==> src/rtl/decode_forwarding_pkg.sv <==
// Shared types and constants for the RV32IM decode and operand-forwarding slice.
// Latency: none. This package holds only types, constants and one pure helper function.
// Backpressure: none. The package has no flow control.
package decode_forwarding_pkg;

    // Major opcodes, instr[6:0]
    localparam logic [6:0] OPC_LUI      = 7'b0110111;
    localparam logic [6:0] OPC_AUIPC    = 7'b0010111;
    localparam logic [6:0] OPC_JAL      = 7'b1101111;
    localparam logic [6:0] OPC_JALR     = 7'b1100111;
    localparam logic [6:0] OPC_BRANCH   = 7'b1100011;
    localparam logic [6:0] OPC_LOAD     = 7'b0000011;
    localparam logic [6:0] OPC_STORE    = 7'b0100011;
    localparam logic [6:0] OPC_OP_IMM   = 7'b0010011;
    localparam logic [6:0] OPC_OP       = 7'b0110011;
    localparam logic [6:0] OPC_MISC_MEM = 7'b0001111;
    localparam logic [6:0] OPC_SYSTEM   = 7'b1110011;

    localparam logic [6:0]  FUNCT7_MULDIV = 7'b0000001;
    localparam logic [31:0] INSTR_ECALL   = 32'h0000_0073;

    typedef enum logic [1:0] {
        BYP_NONE = 2'd0,
        BYP_EX   = 2'd1,
        BYP_MEM  = 2'd2,
        BYP_WB   = 2'd3
    } bypass_sel_t;

    typedef enum logic [1:0] {
        ALU_IN1_REG1 = 2'd0,
        ALU_IN1_PC   = 2'd1,
        ALU_IN1_ZERO = 2'd2
    } alu_in1_sel_t;

    typedef enum logic [1:0] {
        ALU_IN2_REG2 = 2'd0,
        ALU_IN2_IMM  = 2'd1,
        ALU_IN2_FOUR = 2'd2
    } alu_in2_sel_t;

    typedef enum logic [3:0] {
        ALU_ADD  = 4'd0,
        ALU_SUB  = 4'd1,
        ALU_SLL  = 4'd2,
        ALU_SLT  = 4'd3,
        ALU_SLTU = 4'd4,
        ALU_XOR  = 4'd5,
        ALU_SRL  = 4'd6,
        ALU_SRA  = 4'd7,
        ALU_OR   = 4'd8,
        ALU_AND  = 4'd9,
        ALU_BEQ  = 4'd10,
        ALU_BNE  = 4'd11,
        ALU_BLT  = 4'd12,
        ALU_BGE  = 4'd13,
        ALU_BLTU = 4'd14,
        ALU_BGEU = 4'd15
    } alu_op_t;

    typedef struct packed {
        logic [4:0]   rs1;
        logic [4:0]   rs2;
        logic [4:0]   rd;
        logic         rs1_used;
        logic         rs2_used;
        logic         regfile_we;
        logic [31:0]  imm;
        alu_op_t      alu_op;
        alu_in1_sel_t alu_in1_sel;
        alu_in2_sel_t alu_in2_sel;
        logic         is_branch;
        logic         is_jump;
        logic         is_mem_access;
        logic         dcache_wr_enable;
        logic [1:0]   mem_size;
        logic         mem_unsigned;
        logic         is_muldiv;
        logic [2:0]   muldiv_op;
        logic         is_ecall;
        logic         is_csr;
        logic         illegal;
    } decode_out_t;

    // Integer ALU operation from funct3. 'alt' selects SUB/SRA and must
    // already be qualified by the caller, because for OP-IMM bit 30 is
    // immediate data except on the shift-right encoding.
    function automatic alu_op_t alu_func(input logic [2:0] funct3, input logic alt);
        case (funct3)
            3'b000:  return alt ? ALU_SUB : ALU_ADD;
            3'b001:  return ALU_SLL;
            3'b010:  return ALU_SLT;
            3'b011:  return ALU_SLTU;
            3'b100:  return ALU_XOR;
            3'b101:  return alt ? ALU_SRA : ALU_SRL;
            3'b110:  return ALU_OR;
            default: return ALU_AND;
        endcase
    endfunction

endpackage

==> src/rtl/decode_forwarding_decoder.sv <==
// RV32IM instruction decoder: instr -> decode_out_t control word.
// Latency: 0 cycles, purely combinational.
// Backpressure: none. The output follows instr_i directly.
// Ports: instr_i is the 32-bit instruction word; decode_o is the decoded control word.
module rv32im_decoder
    import decode_forwarding_pkg::*;
(
    input  logic [31:0] instr_i,
    output decode_out_t decode_o
);

    logic [6:0]  opcode;
    logic [2:0]  funct3;
    logic [6:0]  funct7;
    logic        rd_nz;
    logic [31:0] imm_i, imm_s, imm_b, imm_u, imm_j;

    assign opcode = instr_i[6:0];
    assign funct3 = instr_i[14:12];
    assign funct7 = instr_i[31:25];
    assign rd_nz  = (instr_i[11:7] != 5'd0);

    assign imm_i = {{20{instr_i[31]}}, instr_i[31:20]};
    assign imm_s = {{20{instr_i[31]}}, instr_i[31:25], instr_i[11:7]};
    assign imm_b = {{19{instr_i[31]}}, instr_i[31], instr_i[7], instr_i[30:25], instr_i[11:8], 1'b0};
    assign imm_u = {instr_i[31:12], 12'd0};
    assign imm_j = {{11{instr_i[31]}}, instr_i[31], instr_i[19:12], instr_i[20], instr_i[30:21], 1'b0};

    always_comb begin
        decode_o             = '0;
        // Register fields are passed through for every encoding, including illegal ones.
        decode_o.rs1         = instr_i[19:15];
        decode_o.rs2         = instr_i[24:20];
        decode_o.rd          = instr_i[11:7];
        decode_o.alu_op      = ALU_ADD;
        decode_o.alu_in1_sel = ALU_IN1_REG1;
        decode_o.alu_in2_sel = ALU_IN2_REG2;

        case (opcode)
            OPC_LUI: begin
                decode_o.regfile_we  = rd_nz;
                decode_o.imm         = imm_u;
                decode_o.alu_in1_sel = ALU_IN1_ZERO;
                decode_o.alu_in2_sel = ALU_IN2_IMM;
            end
            OPC_AUIPC: begin
                decode_o.regfile_we  = rd_nz;
                decode_o.imm         = imm_u;
                decode_o.alu_in1_sel = ALU_IN1_PC;
                decode_o.alu_in2_sel = ALU_IN2_IMM;
            end
            OPC_JAL: begin
                // The ALU produces the target (PC+imm). The link value PC+4 comes from the PC path.
                decode_o.regfile_we  = rd_nz;
                decode_o.is_jump     = 1'b1;
                decode_o.imm         = imm_j;
                decode_o.alu_in1_sel = ALU_IN1_PC;
                decode_o.alu_in2_sel = ALU_IN2_IMM;
            end
            OPC_JALR: begin
                decode_o.regfile_we  = rd_nz;
                decode_o.is_jump     = 1'b1;
                decode_o.rs1_used    = 1'b1;
                decode_o.imm         = imm_i;
                decode_o.alu_in2_sel = ALU_IN2_IMM;
            end
            OPC_BRANCH: begin
                decode_o.is_branch = 1'b1;
                decode_o.rs1_used  = 1'b1;
                decode_o.rs2_used  = 1'b1;
                decode_o.imm       = imm_b;
                case (funct3)
                    3'b001:  decode_o.alu_op = ALU_BNE;
                    3'b100:  decode_o.alu_op = ALU_BLT;
                    3'b101:  decode_o.alu_op = ALU_BGE;
                    3'b110:  decode_o.alu_op = ALU_BLTU;
                    3'b111:  decode_o.alu_op = ALU_BGEU;
                    // Reserved encodings 010/011 fall back to BEQ.
                    default: decode_o.alu_op = ALU_BEQ;
                endcase
            end
            OPC_LOAD: begin
                decode_o.regfile_we    = rd_nz;
                decode_o.rs1_used      = 1'b1;
                decode_o.is_mem_access = 1'b1;
                decode_o.mem_size      = funct3[1:0];
                decode_o.mem_unsigned  = funct3[2];
                decode_o.imm           = imm_i;
                decode_o.alu_in2_sel   = ALU_IN2_IMM;
            end
            OPC_STORE: begin
                decode_o.rs1_used         = 1'b1;
                decode_o.rs2_used         = 1'b1;
                decode_o.is_mem_access    = 1'b1;
                decode_o.dcache_wr_enable = 1'b1;
                decode_o.mem_size         = funct3[1:0];
                decode_o.mem_unsigned     = funct3[2];
                decode_o.imm              = imm_s;
                decode_o.alu_in2_sel      = ALU_IN2_IMM;
            end
            OPC_OP_IMM: begin
                decode_o.regfile_we  = rd_nz;
                decode_o.rs1_used    = 1'b1;
                decode_o.imm         = imm_i;
                decode_o.alu_in2_sel = ALU_IN2_IMM;
                decode_o.alu_op      = alu_func(funct3, (funct3 == 3'b101) & instr_i[30]);
            end
            OPC_OP: begin
                decode_o.regfile_we = rd_nz;
                decode_o.rs1_used   = 1'b1;
                decode_o.rs2_used   = 1'b1;
                if (funct7 == FUNCT7_MULDIV) begin
                    decode_o.is_muldiv = 1'b1;
                    decode_o.muldiv_op = funct3;
                end else begin
                    decode_o.alu_op = alu_func(funct3, funct7[5]);
                end
            end
            OPC_MISC_MEM: begin
                // FENCE/FENCE.I: the in-order pipeline needs no ordering action, so this decodes as a NOP.
            end
            OPC_SYSTEM: begin
                if (funct3 == 3'b000) begin
                    decode_o.is_ecall = (instr_i == INSTR_ECALL);
                end else begin
                    decode_o.is_csr     = 1'b1;
                    decode_o.regfile_we = rd_nz;
                    // funct3[2] set means the rs1 field carries a 5-bit zimm, not a register.
                    decode_o.rs1_used   = ~funct3[2];
                    decode_o.imm        = imm_i;
                end
            end
            default: begin
                decode_o.illegal = 1'b1;
            end
        endcase
    end

endmodule

==> src/rtl/decode_forwarding.sv <==
// ID-stage decode plus operand bypass selection from the EX, MEM and WB stages.
// Latency: 0 cycles. Outputs are combinational from the inputs; reset_i only gates them to zero.
// Backpressure: none. Load hazards are not forwarded, and stalling is left to the hazard unit.
// Ports: clk_i/reset_i (reset_i forces all outputs to zero/NONE); instr_i/id_valid_i for the ID stage;
//        per-stage valid, write enable and write address for EX/MEM/WB, plus is_load for EX/MEM;
//        decode_o is the control word; reg1_bypass_o/reg2_bypass_o are the operand source selects.
module decode_forwarding
    import decode_forwarding_pkg::*;
(
    input  logic        clk_i,
    input  logic        reset_i,
    input  logic [31:0] instr_i,
    input  logic        id_valid_i,
    input  logic        ex_valid_i,
    input  logic        ex_regfile_we_i,
    input  logic [4:0]  ex_regfile_wr_addr_i,
    input  logic        mem_valid_i,
    input  logic        mem_regfile_we_i,
    input  logic [4:0]  mem_regfile_wr_addr_i,
    input  logic        wb_valid_i,
    input  logic        wb_regfile_we_i,
    input  logic [4:0]  wb_regfile_wr_addr_i,
    input  logic        ex_is_load_i,
    input  logic        mem_is_load_i,
    output decode_out_t decode_o,
    output bypass_sel_t reg1_bypass_o,
    output bypass_sel_t reg2_bypass_o
);

    decode_out_t dec;
    logic        ex_fwd_ok, mem_fwd_ok, wb_fwd_ok;
    logic        rs1_ok, rs2_ok;
    bypass_sel_t byp1, byp2;

    rv32im_decoder u_decoder (
        .instr_i  (instr_i),
        .decode_o (dec)
    );

    // A load in EX or MEM has no data yet. Its consumer must stall instead of taking a stale bypass.
    // By WB the load data exists, so a WB load forwards like any other result.
    assign ex_fwd_ok  = ex_valid_i  & ex_regfile_we_i  & ~ex_is_load_i;
    assign mem_fwd_ok = mem_valid_i & mem_regfile_we_i & ~mem_is_load_i;
    assign wb_fwd_ok  = wb_valid_i  & wb_regfile_we_i;

    // x0 is hard-wired to zero, so a write to x0 never forwards.
    assign rs1_ok = dec.rs1_used & (dec.rs1 != 5'd0);
    assign rs2_ok = dec.rs2_used & (dec.rs2 != 5'd0);

    // The youngest producer wins: EX before MEM before WB.
    always_comb begin
        byp1 = BYP_NONE;
        if (rs1_ok) begin
            if (ex_fwd_ok && (ex_regfile_wr_addr_i == dec.rs1))        byp1 = BYP_EX;
            else if (mem_fwd_ok && (mem_regfile_wr_addr_i == dec.rs1)) byp1 = BYP_MEM;
            else if (wb_fwd_ok && (wb_regfile_wr_addr_i == dec.rs1))   byp1 = BYP_WB;
        end
    end

    always_comb begin
        byp2 = BYP_NONE;
        if (rs2_ok) begin
            if (ex_fwd_ok && (ex_regfile_wr_addr_i == dec.rs2))        byp2 = BYP_EX;
            else if (mem_fwd_ok && (mem_regfile_wr_addr_i == dec.rs2)) byp2 = BYP_MEM;
            else if (wb_fwd_ok && (wb_regfile_wr_addr_i == dec.rs2))   byp2 = BYP_WB;
        end
    end

    // Reset gives a clean NOP. An empty ID slot keeps its decode visible but never selects a bypass.
    always_comb begin
        decode_o      = dec;
        reg1_bypass_o = byp1;
        reg2_bypass_o = byp2;
        if (!id_valid_i) begin
            reg1_bypass_o = BYP_NONE;
            reg2_bypass_o = BYP_NONE;
        end
        if (reset_i) begin
            decode_o      = '0;
            reg1_bypass_o = BYP_NONE;
            reg2_bypass_o = BYP_NONE;
        end
    end

    // Invariant: an EX-stage load is never chosen as a bypass source.
    a_no_ex_load_fwd: assert property (@(posedge clk_i)
        ex_is_load_i |-> (reg1_bypass_o != BYP_EX && reg2_bypass_o != BYP_EX));

endmodule

==> config.mk <==
export PLATFORM = sky130hd
export DESIGN_NAME = decode_forwarding
export DESIGN_NICKNAME = d
export VERILOG_FILES = /design/src/rtl/decode_forwarding_pkg.sv /design/src/rtl/decode_forwarding_decoder.sv /design/src/rtl/decode_forwarding.sv
export SDC_FILE = /design/constraint.sdc
export NUM_CORES = 1
export LEC_CHECK = 0
export ABC_AREA = 1
export BUFFER_PORTS_ARGS = -buffer_cell sky130_fd_sc_hd__buf_2
export CORE_MARGIN = 3
export CORE_UTILIZATION = 40
export DETAILED_ROUTE_END_ITERATION = 8
export PLACE_DENSITY = 0.76
export SLEW_MARGIN = 10
export SYNTH_ARGS = -nofsm -noshare
export SYNTH_HDL_FRONTEND = slang
export SYNTH_SLANG_ARGS = --single-unit
==> constraint.sdc <==
create_clock -name vclk -period 1.3
set_input_delay 0.13 -clock vclk [all_inputs]
set_output_delay 0.13 -clock vclk [all_outputs]
set_load 0.05 [all_outputs]
==> summary.md, run 1 <==
| Metric | Value |
|---|---|
| Post-CTS Hold Fix Bufs | `0` |
| Top cells by area in the synthesized netlist | `nand2_1 (23%), inv_1 (15%), nor2_1 (12%)` |
| Worst endpoint type | `output port` |
| Worst_ep grt | `decode_o[36]` |
| Die W | `77.9 um` |
| Cells after Synth | `between 400 and 500` |
| Place WS | `-0.498 ns` |
| Yosys warns | `0` |
| Yosys top cell area share | `0.229` |
| Cell accounting for the most synthesized area | `nand2_1` |
| Status | `aborted with a tool error` |
| Initial Utilization | `0.427` |
| Failed at | `global routing` |
| Largest net degree at the start of global routing | `23` |
| Mapped cell area | `0.00207 mm^2` |
| Post-detail-place hpwl | `around 8100 um` |
| Syn Area/Cell | `4.54 um^2` |
| Syn nets | `between 500 and 600` |
| Seq/Total Area, Yosys | `0` |
| Die height | `77.9 um` |
| Synth unique cells | `30` |
| First Err | `[ERROR DPL-0038] Utilization greater than 100%, impossible to legalize` |
| GP Congestion | `about 1` |
| # rows | `25` |
| Port Buf Inserts | `around 130` |
| Number of top-level pins | `134` |
per-stage QoR:
step / instances / area (um^2) / utilization
after floorplan: 456 / 2560 / -
after global placement: 716 / 3810 / 0.786
after detailed placement: 716 / 3810 / 0.786
after CTS: 727 / 4700 / 0.969
what timing repair did:
item                       CTS
setup endpoints to repair   60
hold endpoints to repair     0
gates resized for setup    234
pin swaps                   36
cloned                       4
buffers inserted             8
cells by family after synthesis:
group | count (synthesis) | share of synthesized area
and+or+nand+nor | 305 | 0.664
buffers and inverters | 110 | 0.212
AOI/OAI and AO/OA | 31 | 0.0835
xor gates and xnor gates | 9 | 0.0381
other | 1 | 0.00181
synth_stat cells, types with 3 or more instances:
| cell type | n |
|---|---|
| nand3_1 | 48 |
| nor2_1 | 65 |
| nor2_2 | 5 |
| nand2_1 | 126 |
| inv_1 | 85 |
| o21ai_0 | 9 |
| inv_2 | 4 |
| a21oi_1 | 18 |
| clkbuf_1 | 7 |
| nand4_1 | 32 |
| buf_2 | 9 |
| nand2_2 | 4 |
| nor3_1 | 15 |
| xnor2_1 | 3 |
| xor2_1 | 6 |
==> run 2: changes to the inputs <==
Settings changed: CORE_UTILIZATION 40 to 25, PLACE_DENSITY 0.76 to not set, PLACE_DENSITY_LB_ADDON set to 0.15.
==> run 2 against run 1 <==
Against the previous run:
- the flow now finishes, with violations (setup timing)
- synthesized area unchanged
- synthesized cell count unchanged
==> summary.md, run 2 <==
| Metric | Value |
|---|---|
| Overflow left after global routing | `0` |
| Final Power | `1.11 mW` |
| Most common library cells after synthesis | `nand2_1 (126), inv_1 (85), nor2_1 (65)` |
| Die W | `97.0 um` |
| Static leakage | `~2.4 nW` |
| CORE AREA | `0.00789 mm^2` |
| First-pass DRT Iterations | `5` |
| Post-route ant nets | `0` |
| Cell accounting for the most synthesized area | `nand2_1` |
| CP Capture Point | `decode_o[51]` |
| Failing checks | `setup timing` |
| Final setup vio count | `59` |
| Number of top-level pins | `134` |
| Slew Viols, Final | `0` |
| WP data arrival | `1.47 ns` |
| Seq/Total Area, Yosys | `0` |
| Final net count | `731` |
| Net Sw Frac | `0.604` |
| Syn nets | `514` |
| Most frequent cell after synthesis | `nand2_1` |
| Area growth, synth to finish | `157%` |
| Synth unique cells | `30` |
| Cells after Synth | `456` |
| Hold Slack | `0.669 ns` |
| Critical Path RT | `1.17 ns` |
| Critical path capture point type | `primary output` |
| Crit. Startpoint | `instr_i[4]` |
| Final Cell Area | `0.00532 mm^2` |
| N_diodes | `0` |
| Hold/Removal Path Class | `in -> out` |
| Period utilization | `1.23` |
| Seq cells | `0` |
| Initial Utilization | `0.262` |
| # DRC | `0` |
| Startpoint types | `input pin` |
| Area of the die | `0.00940 mm^2` |
| Status | `complete, but fails checks` |
| Clock Power Share | `0` |
| Yosys warns | `0` |
| Hold Path Depth | `4` |
| Die height | `97.0 um` |
| Drt first-iter violations | `162` |
| Net Switching | `0.672 mW` |
| Crit path max fanout | `6` |
| Top cells by area in the synthesized netlist | `nand2_1 (23%), inv_1 (15%), nor2_1 (12%)` |
| Yosys top cell area share | `0.229` |
| # rows | `32` |
| Largest net degree at the start of global routing | `26` |
| Initial antenna violation count | `0` |
| Final wirelength | `between 10000 and 15000 um` |
| Reg power frac | `0` |
| Mapped cell area | `0.00207 mm^2` |
| Most frequent cells in the layout | `nand2_1 (83), buf_4 (80), buf_2 (61)` |
| Final worst slack | `-0.305 ns` |
| Max cap viols | `0` |
| Port Buf Inserts | `around 130` |
| Post-detail-place hpwl | `8420 um` |
| Placed cell area | `0.00386 mm^2` |
| Commonest non-fill, non-tap cell in the layout | `nand2_1` |
| Fmax | `623 MHz` |
| Setup tns final | `-13.72 ns` |
| Layout cells sized above 1 | `0.645` |
| Number of global-route vias before repair | `roughly 3700` |
| GP Congestion | `between 0.9 and 1` |
| Max VDD drop | `0.142 mV` |
| PwrDens | `209 mW/mm^2` |
| Unrepaired setup endpoints after global routing | `true` |
| Syn Area/Cell | `roughly 4.5 um^2` |
| WS Path Type | `in -> out` |
| Vias | `about 3800` |
| Total GRT Usage | `0.217` |
| Cell internal pwr | `0.439 mW` |
| WL/cell | `14.5 um` |
| Gate power share | `1.000` |
| Via/cell ratio | `4.92` |
| First-pass GRT wire length | `17800 um` |
| Post-CTS Hold Fix Bufs | `0` |
| Min Clock Period, post-route | `1.60 ns` |
| Seq. cell area | `0 um^2` |
| Layout clock buffers | `0` |
| Hold Fails Final Rpt | `0` |
-- run 2: cell type report --
| class | instances | area, um^2 |
|---|---|---|
| Fill cell | 648 | 2560 |
| Multi-Input combinational cell | 346 | 2540 |
| Tap cell | 102 | 128 |
| Timing Repair Buffer | 236 | 2170 |
| Inverter | 89 | 489 |
-- run 2: how the worst min path moves through the flow --
stage | slack (ns) | endpoint | from
2_1_floorplan | 0.39 | decode_o[28] | instr_i[26]
3_3_place_gp | 0.66 | decode_o[61] | instr_i[11]
3_5_place_dp | 0.66 | decode_o[61] | instr_i[11]
4_1_cts | 0.67 | decode_o[61] | instr_i[11]
5_1_grt | 0.69 | decode_o[60] | instr_i[10]
6_report | 0.67 | decode_o[60] | instr_i[10]
-- run 2: power groups by stage --
| stage | clock [mW] | combinational (mW) | sequential (mW) |
|---|---|---|---|
| 6_report | 0 | 1.11 | 0 |
| 5_1_grt | 0 | 1.19 | 0 |
| 4_1_cts | 0 | 1.01 | 0 |
| 3_5_place_dp | 0 | 0.883 | 0 |
| 3_3_place_gp | 0 | 0.881 | 0 |
| 2_1_floorplan | 0 | 0.484 | 0 |
-- run 2: metal layers --
metal / global-route usage / routed length [um] / up-vias
met5: 0 / 0 / -
met4: 0.0421 / 121 / 0
met3: 0.0166 / 625 / 11
met2: 0.380 / 5700 / 154
met1: 0.292 / 4750 / 1768
li1: - / - / 1874
-- run 2: what timing repair did --
item | CTS | global route
buffers inserted | 11 | 14
gates resized for setup | 241 | 116
setup endpoints to repair | 60 | 59
gates cloned | 0 | 1
pin swaps | 38 | 40
-- run 2: worst max-delay path: stages --
cell and delay [ns]:
buf_8 0.11, buf_6 0.11, nor2_4 0.24, buf_6 0.16, nand3_4 0.09, buf_6 0.16
nand2_1 0.06, inv_1 0.03, nand4_1 0.09, nand2_2 0.07, clkinvlp_4 0.08, buf_8 0.13
-- run 2: kinds of logic (layout without fill, tap and decap cells) --
group,after synthesis,count (layout),synth area share
simple gates,305,305,0.664
xor+xnor,9,9,0.0381
buf+inv,110,325,0.212
other cells,1,1,0.00181
compound gates,31,31,0.0835
-- run 2: metrics by stage --
stage	util	cells	setup WS [ns]
global placement	0.489	750	-0.436
detailed placement	0.489	750	-0.461
CTS	0.609	760	-0.275
global route	0.675	773	-0.375
finish	0.675	773	-0.305
floorplan	-	456	-0.268
(Power assumes the default switching activity.)
